$ cat src/rtl/issue_reorder_buf.sv
// issue_reorder_buf: issue-side reorder window between the instruction queue
// and the issue stage. It holds up to DEPTH decoded entries in program order,
// with entry 0 the oldest, and keeps them compacted.
//
// Optional feature (macro ISSUE_REORDER_EN):
//   defined   - when the oldest entry is a load/store and the LSU is stalled,
//               the oldest independent ALU entry is issued in its place. The
//               number of consecutive bypasses is bounded by MAX_BYPASS.
//   undefined - strict in-order FIFO with the same ports, pass-through and
//               flush behaviour; lsu_ready_i and debug_req_i are ignored.
module issue_reorder_buf #(
    parameter int DEPTH      = 4,
    parameter int PAYLOAD_W  = 64,
    parameter int REG_W      = 5,
    parameter int MAX_BYPASS = 3
) (
    input  logic                         clk_i,
    input  logic                         rst_ni,
    input  logic                         flush_i,
    input  logic                         debug_req_i,
    input  logic                         in_valid_i,
    input  logic [PAYLOAD_W-1:0]         in_payload_i,
    input  logic [1:0]                   in_class_i,
    input  logic [REG_W-1:0]             in_rs1_i,
    input  logic [REG_W-1:0]             in_rs2_i,
    input  logic [REG_W-1:0]             in_rd_i,
    output logic                         in_ready_o,
    output logic                         out_valid_o,
    output logic [PAYLOAD_W-1:0]         out_payload_o,
    output logic [1:0]                   out_class_o,
    input  logic                         out_ack_i,
    input  logic                         lsu_ready_i,
    output logic [$clog2(DEPTH+1)-1:0]   occupancy_o
);

    localparam int OCC_W = $clog2(DEPTH + 1);
    localparam int IDX_W = (DEPTH > 1) ? $clog2(DEPTH) : 1;

    // Class encoding; codes 2 and 3 are both control flow (bit 1 set).
    localparam logic [1:0] CLS_ALU = 2'd0;
    localparam logic [1:0] CLS_MEM = 2'd1;

    // Window storage, entry 0 is the oldest.
    logic [PAYLOAD_W-1:0] pay_q [DEPTH];
    logic [PAYLOAD_W-1:0] pay_d [DEPTH];
    logic [1:0]           cls_q [DEPTH];
    logic [1:0]           cls_d [DEPTH];
    logic [REG_W-1:0]     rs1_q [DEPTH];
    logic [REG_W-1:0]     rs1_d [DEPTH];
    logic [REG_W-1:0]     rs2_q [DEPTH];
    logic [REG_W-1:0]     rs2_d [DEPTH];
    logic [REG_W-1:0]     rd_q  [DEPTH];
    logic [REG_W-1:0]     rd_d  [DEPTH];

    logic [OCC_W-1:0]     occ_q;
    logic [OCC_W-1:0]     occ_d;

    // Handshake and bookkeeping signals.
    logic                 empty_s;
    logic                 pass_s;
    logic                 deq_s;
    logic                 enq_s;
    logic                 cons_pass_s;
    logic                 shift_s;
    logic                 store_s;
    logic [OCC_W-1:0]     tail_s;
    logic [IDX_W-1:0]     tail_idx_s;
    logic [IDX_W-1:0]     sel_s;

    // Younger entry i conflicts with older entry j through RAW, WAR or WAW.
    // A comparison against destination x0 never creates a dependency.
    function automatic logic hazard_f(
        input logic [REG_W-1:0] rd_j,
        input logic [REG_W-1:0] rs1_j,
        input logic [REG_W-1:0] rs2_j,
        input logic [REG_W-1:0] rd_i,
        input logic [REG_W-1:0] rs1_i,
        input logic [REG_W-1:0] rs2_i
    );
        logic raw;
        logic war_waw;
        raw     = (rd_j != {REG_W{1'b0}}) && ((rd_j == rs1_i) || (rd_j == rs2_i));
        war_waw = (rd_i != {REG_W{1'b0}}) &&
                  ((rd_i == rs1_j) || (rd_i == rs2_j) || (rd_i == rd_j));
        return raw || war_waw;
    endfunction

`ifdef ISSUE_REORDER_EN
    localparam int BYP_W = (MAX_BYPASS > 0) ? $clog2(MAX_BYPASS + 1) : 1;

    logic [BYP_W-1:0] byp_q;
    logic [BYP_W-1:0] byp_d;
    logic             byp_ok_s;
    logic             found_s;
    logic             ctrl_seen_s;
    logic             haz_s;
    logic             cand_s;

    // Pick the oldest independent ALU entry when the memory head is stalled.
    always_comb begin
        byp_ok_s    = (cls_q[0] == CLS_MEM) && !lsu_ready_i && !debug_req_i &&
                      (byp_q < BYP_W'(MAX_BYPASS));
        sel_s       = {IDX_W{1'b0}};
        found_s     = 1'b0;
        ctrl_seen_s = 1'b0;
        haz_s       = 1'b0;
        cand_s      = 1'b0;
        for (int i = 1; i < DEPTH; i++) begin
            // Control flow anywhere older than i stops the search from going past it.
            ctrl_seen_s = ctrl_seen_s | cls_q[i-1][1];
            haz_s       = 1'b0;
            for (int j = 0; j < i; j++) begin
                haz_s = haz_s | hazard_f(rd_q[j], rs1_q[j], rs2_q[j],
                                         rd_q[i], rs1_q[i], rs2_q[i]);
            end
            cand_s  = byp_ok_s && !found_s && (i < int'(occ_q)) &&
                      (cls_q[i] == CLS_ALU) && !ctrl_seen_s && !haz_s;
            sel_s   = cand_s ? IDX_W'(i) : sel_s;
            found_s = found_s | cand_s;
        end
    end

    // Count consecutive acked bypasses; a head issue or flush restarts the count.
    always_comb begin
        if (flush_i) begin
            byp_d = {BYP_W{1'b0}};
        end else if (shift_s) begin
            if (sel_s == {IDX_W{1'b0}}) begin
                byp_d = {BYP_W{1'b0}};
            end else if (byp_q < BYP_W'(MAX_BYPASS)) begin
                byp_d = byp_q + {{(BYP_W-1){1'b0}}, 1'b1};
            end else begin
                byp_d = byp_q;
            end
        end else begin
            byp_d = byp_q;
        end
    end

    // Bypass counter register.
    always_ff @(posedge clk_i or negedge rst_ni) begin
        if (!rst_ni) begin
            byp_q <= {BYP_W{1'b0}};
        end else begin
            byp_q <= byp_d;
        end
    end
`else
    logic unused_acc_s;

    assign sel_s = {IDX_W{1'b0}};

    // In-order build: operand fields and LSU/debug inputs carry no meaning here.
    always_comb begin
        unused_acc_s = lsu_ready_i ^ debug_req_i;
        for (int k = 0; k < DEPTH; k++) begin
            unused_acc_s = unused_acc_s ^ (^{rs1_q[k], rs2_q[k], rd_q[k]});
        end
    end
`endif

    // Handshakes, outputs and write position of an accepted entry.
    always_comb begin
        empty_s       = (occ_q == {OCC_W{1'b0}});
        pass_s        = empty_s && in_valid_i;
        in_ready_o    = (occ_q < OCC_W'(DEPTH));
        out_valid_o   = !empty_s || in_valid_i;
        if (empty_s) begin
            out_payload_o = in_payload_i;
            out_class_o   = in_class_i;
        end else begin
            out_payload_o = pay_q[sel_s];
            out_class_o   = cls_q[sel_s];
        end
        deq_s         = out_valid_o && out_ack_i;
        enq_s         = in_valid_i && in_ready_o;
        // Empty-window input consumed in the same cycle never touches storage.
        cons_pass_s   = pass_s && out_ack_i;
        shift_s       = deq_s && !empty_s;
        store_s       = enq_s && !cons_pass_s;
        tail_s        = shift_s ? (occ_q - {{(OCC_W-1){1'b0}}, 1'b1}) : occ_q;
        tail_idx_s    = tail_s[IDX_W-1:0];
        occupancy_o   = occ_q;
    end

    // Remove the issued entry, compact the younger ones, append the new entry.
    always_comb begin
        pay_d = pay_q;
        cls_d = cls_q;
        rs1_d = rs1_q;
        rs2_d = rs2_q;
        rd_d  = rd_q;
        occ_d = occ_q;
        if (flush_i) begin
            occ_d = {OCC_W{1'b0}};
        end else begin
            for (int k = 0; k < DEPTH - 1; k++) begin
                if (shift_s && (k >= int'(sel_s))) begin
                    pay_d[k] = pay_q[k+1];
                    cls_d[k] = cls_q[k+1];
                    rs1_d[k] = rs1_q[k+1];
                    rs2_d[k] = rs2_q[k+1];
                    rd_d[k]  = rd_q[k+1];
                end else begin
                    pay_d[k] = pay_q[k];
                    cls_d[k] = cls_q[k];
                    rs1_d[k] = rs1_q[k];
                    rs2_d[k] = rs2_q[k];
                    rd_d[k]  = rd_q[k];
                end
            end
            if (store_s) begin
                pay_d[tail_idx_s] = in_payload_i;
                cls_d[tail_idx_s] = in_class_i;
                rs1_d[tail_idx_s] = in_rs1_i;
                rs2_d[tail_idx_s] = in_rs2_i;
                rd_d[tail_idx_s]  = in_rd_i;
            end else begin
                pay_d[tail_idx_s] = pay_d[tail_idx_s];
            end
            occ_d = occ_q + {{(OCC_W-1){1'b0}}, store_s}
                          - {{(OCC_W-1){1'b0}}, shift_s};
        end
    end

    // Window storage and occupancy registers.
    always_ff @(posedge clk_i or negedge rst_ni) begin
        if (!rst_ni) begin
            occ_q <= {OCC_W{1'b0}};
            for (int k = 0; k < DEPTH; k++) begin
                pay_q[k] <= {PAYLOAD_W{1'b0}};
                cls_q[k] <= 2'd0;
                rs1_q[k] <= {REG_W{1'b0}};
                rs2_q[k] <= {REG_W{1'b0}};
                rd_q[k]  <= {REG_W{1'b0}};
            end
        end else begin
            occ_q <= occ_d;
            for (int k = 0; k < DEPTH; k++) begin
                pay_q[k] <= pay_d[k];
                cls_q[k] <= cls_d[k];
                rs1_q[k] <= rs1_d[k];
                rs2_q[k] <= rs2_d[k];
                rd_q[k]  <= rd_d[k];
            end
        end
    end

endmodule
$ cat config.mk
export PLATFORM = sky130hd
export DESIGN_NAME = issue_reorder_buf
export DESIGN_NICKNAME = d
export VERILOG_FILES = /design/src/rtl/issue_reorder_buf.sv
export SDC_FILE = /design/constraint.sdc
export NUM_CORES = 1
export LEC_CHECK = 0
export CAP_MARGIN = 20
export CORE_AREA = 2 2 186 188
export DETAILED_ROUTE_END_ITERATION = 10
export DIE_AREA = 0 0 188 190
export PLACE_DENSITY_LB_ADDON = 0.2
export SLEW_MARGIN = 5
export SYNTH_ARGS = -nofsm -noshare
export SYNTH_HDL_FRONTEND = slang
export SYNTH_SLANG_ARGS = --single-unit
$ cat constraint.sdc
create_clock -name clk_i -period 3.69 [get_ports clk_i]
set_input_delay 0.369 -clock clk_i [delete_from_list [all_inputs] [get_ports clk_i]]
set_output_delay 0.369 -clock clk_i [all_outputs]
set_load 0.05 [all_outputs]
==> reports/results.ini <==
[detailed_routing]
postRouteAntennaNets=0
drc_errors=0
wire_per_inst_um=24.6
via_count=19000
viasPerCell=7.16
firstDrtPassIters=8
routed_wl_mm=65.2
drt_iter0_drc=2799

[finish]
diodes=0
final_nets=2269
final_cell_mix=410 x a21oi_1, 328 x nand2_1, 265 x dfrtp_1
seq_area_um2=6690
n_fill_cell=2800
multi_input_area_um2=10500
synthToLayoutAreaGrowth_pct=17.6
final_common_cell=a21oi_1
drive_above_1_share=0.191

[floorplanning]
num_io_pins=159
rows=68
dieWidth_um=188
die_h_um=190
coreArea_um2=33900
die_area_um2=35700
start_util=0.539

[cts]
worstSkewPairLatency_ns=0.57
tritoncts=built
cts_setup_buffers=0
root_buffer=clkbuf_16
cts_htree_levels=1
cts_resized=0
cts.sinks=267
holdBufCountCts=1
cts.path.max_buffers=3
path_clk_slew_ns=0.07
cts_inserted_buffers=31

[yosys]
synth_fa_ha_area_frac=0.00315
synth-edff-count=0
syn_area_per_cell_um2=8.44
ys_top_cells_by_area=dfrtp_1 37%, a21oi_1 11%, mux2_2 7.4%, nand2_1 6.8%, o22ai_1 6.3%
async_flop_share=1.00
syn-cell-area_um2=18300
yosysWarnings=0
ys_seq_area_frac=0.365
synth_compound_area_frac=0.354
synth_top_family_by_area=compound AO/OA/AOI/OAI gates
post-synth-top-area-cell=dfrtp_1
synthSimpleGateAreaFrac=0.132
synthMuxAreaShare=0.0782
yosysTopAreaCellShare=0.365
netlist_instances=2167
ys_ff_latch=267
ys.flop_type=dfrtp_1
ys_types=64
syn-num-nets=2259
synth_xor_area_frac=0.000958

[timing]
setup_tns_ns=0
relSlewSlack=0.243
final_hold_viol_count=0
setup_viol=0
rsz0062_at_grt=false
fmax_ghz=0.300
min_period_ns=3.34
post-route-period-util=0.904
skew_ns=0.0130
slew_violations=0
worst_slew_pin_slew_ns=1.14

[placement]
dp.final_hpwl_mm=35.0
gp_congestion=0.867
io_buffers=141

[critical_path]
crit_path_max_fanout=77
reg2reg_depth=7
worstSetupPathType=reg2reg
required_ns=4.13
cp-end-kind=flip-flop
arrival_ns=3.77
cp-start-kind=flip-flop

[job]
max_cap_viol_count=0

[global_routing]
grt.overflow.total=0
antenna_found_initial=1
grt_first_pass_wirelength_mm=101
track_usage=0.351
grt_pass1_vias=18600
grt_start_max_net_pins=109

[outcome]
outcome=finished clean

[hold_path]
hold_depth=3
hold_path_class=in2reg

flip-flops by register name, indices dropped and copies added (netlist names):
name	cells
occupancy_o	3
cls_q	8
pay_q	256
cell usage after synthesis (19+ instances only):
library cell  count
nand4_1          29
nor2_1           85
o22ai_1         185
a31o_2           38
nand2_1         329
a222oi_1         43
o21ai_0          32
o22a_1           20
a21boi_0         21
a211oi_2         20
buf_2            99
o31ai_2          19
a22oi_1          21
clkbuf_1         90
and2_1           21
a21oi_1         411
o41ai_1          20
dfrtp_1         267
a31oi_1          21
nand2b_1         39
mux2_2          120
kinds of logic after synthesis:
family,Yosys count
compound gates,962
flops,267
buf+inv,249
xor+xnor,2
fa+ha+maj,4
mux,127
simple gates,556
worst max-delay path, stage by stage, from the launching register on:
cell and delay (ns):
dfrtp_4 0.63, clkinv_2 0.10, buf_4 0.87, a21oi_1 0.44, buf_4 0.31, and3_1 0.21, o41ai_2 0.50, a21oi_1 0.12
metal layers:
metal,GRT usage,up-vias,share of wire
met1,0.462,9124,0.38
met4,0.183,2,0.045
met3,0.0535,281,0.11
li1,-,8222,-
met2,0.564,1378,0.46
met5,0,-,0.00021
cell type report:
cell class,count,share of cell area
sequential,267,0.311
multi-input combinational,1651,0.488
clock inverter,15,0.00727
timing repair buffer,204,0.123
tap,455,0.0265
clock buffer,41,0.0406
inverter,22,0.00396
worst paths after layout:
check / start / endpoint / slack (ns)
min in group asynchronous: rst_ni / pay_q[26]$_DFFE_PN0P_ / 0.38
worst max register to register: occupancy_o[0]$_DFF_PN0_ / pay_q[172]$_DFFE_PN0N_ / 0.35
max in group asynchronous: rst_ni / occupancy_o[0]$_DFF_PN0_ / 2.36
worst min register to register: cls_q[3]$_DFFE_PN0N_ / cls_q[3]$_DFFE_PN0N_ / 0.51
worst min-delay path: flush_i / pay_q[150]$_DFFE_PN0N_ / 0.28
worst max-delay path: occupancy_o[0]$_DFF_PN0_ / pay_q[172]$_DFFE_PN0N_ / 0.35
through the flow:
stage	cell area (um2)	worst slack (ns)	hold slack, ns	instances	util
detailed placement	20500	0.496	0.410	2598	0.603
finish	21500	0.354	0.285	2655	0.634
CTS	21500	0.393	0.274	2655	0.634
global placement	20500	0.532	0.419	2598	0.603
floorplan	18300	0.0463	0.0734	2167	-
global route	21500	0.300	0.310	2655	0.634
Power is left out: the tool's default activity adds up to more than one toggle a clock period on the data nets, which glitch-free logic cannot reach.
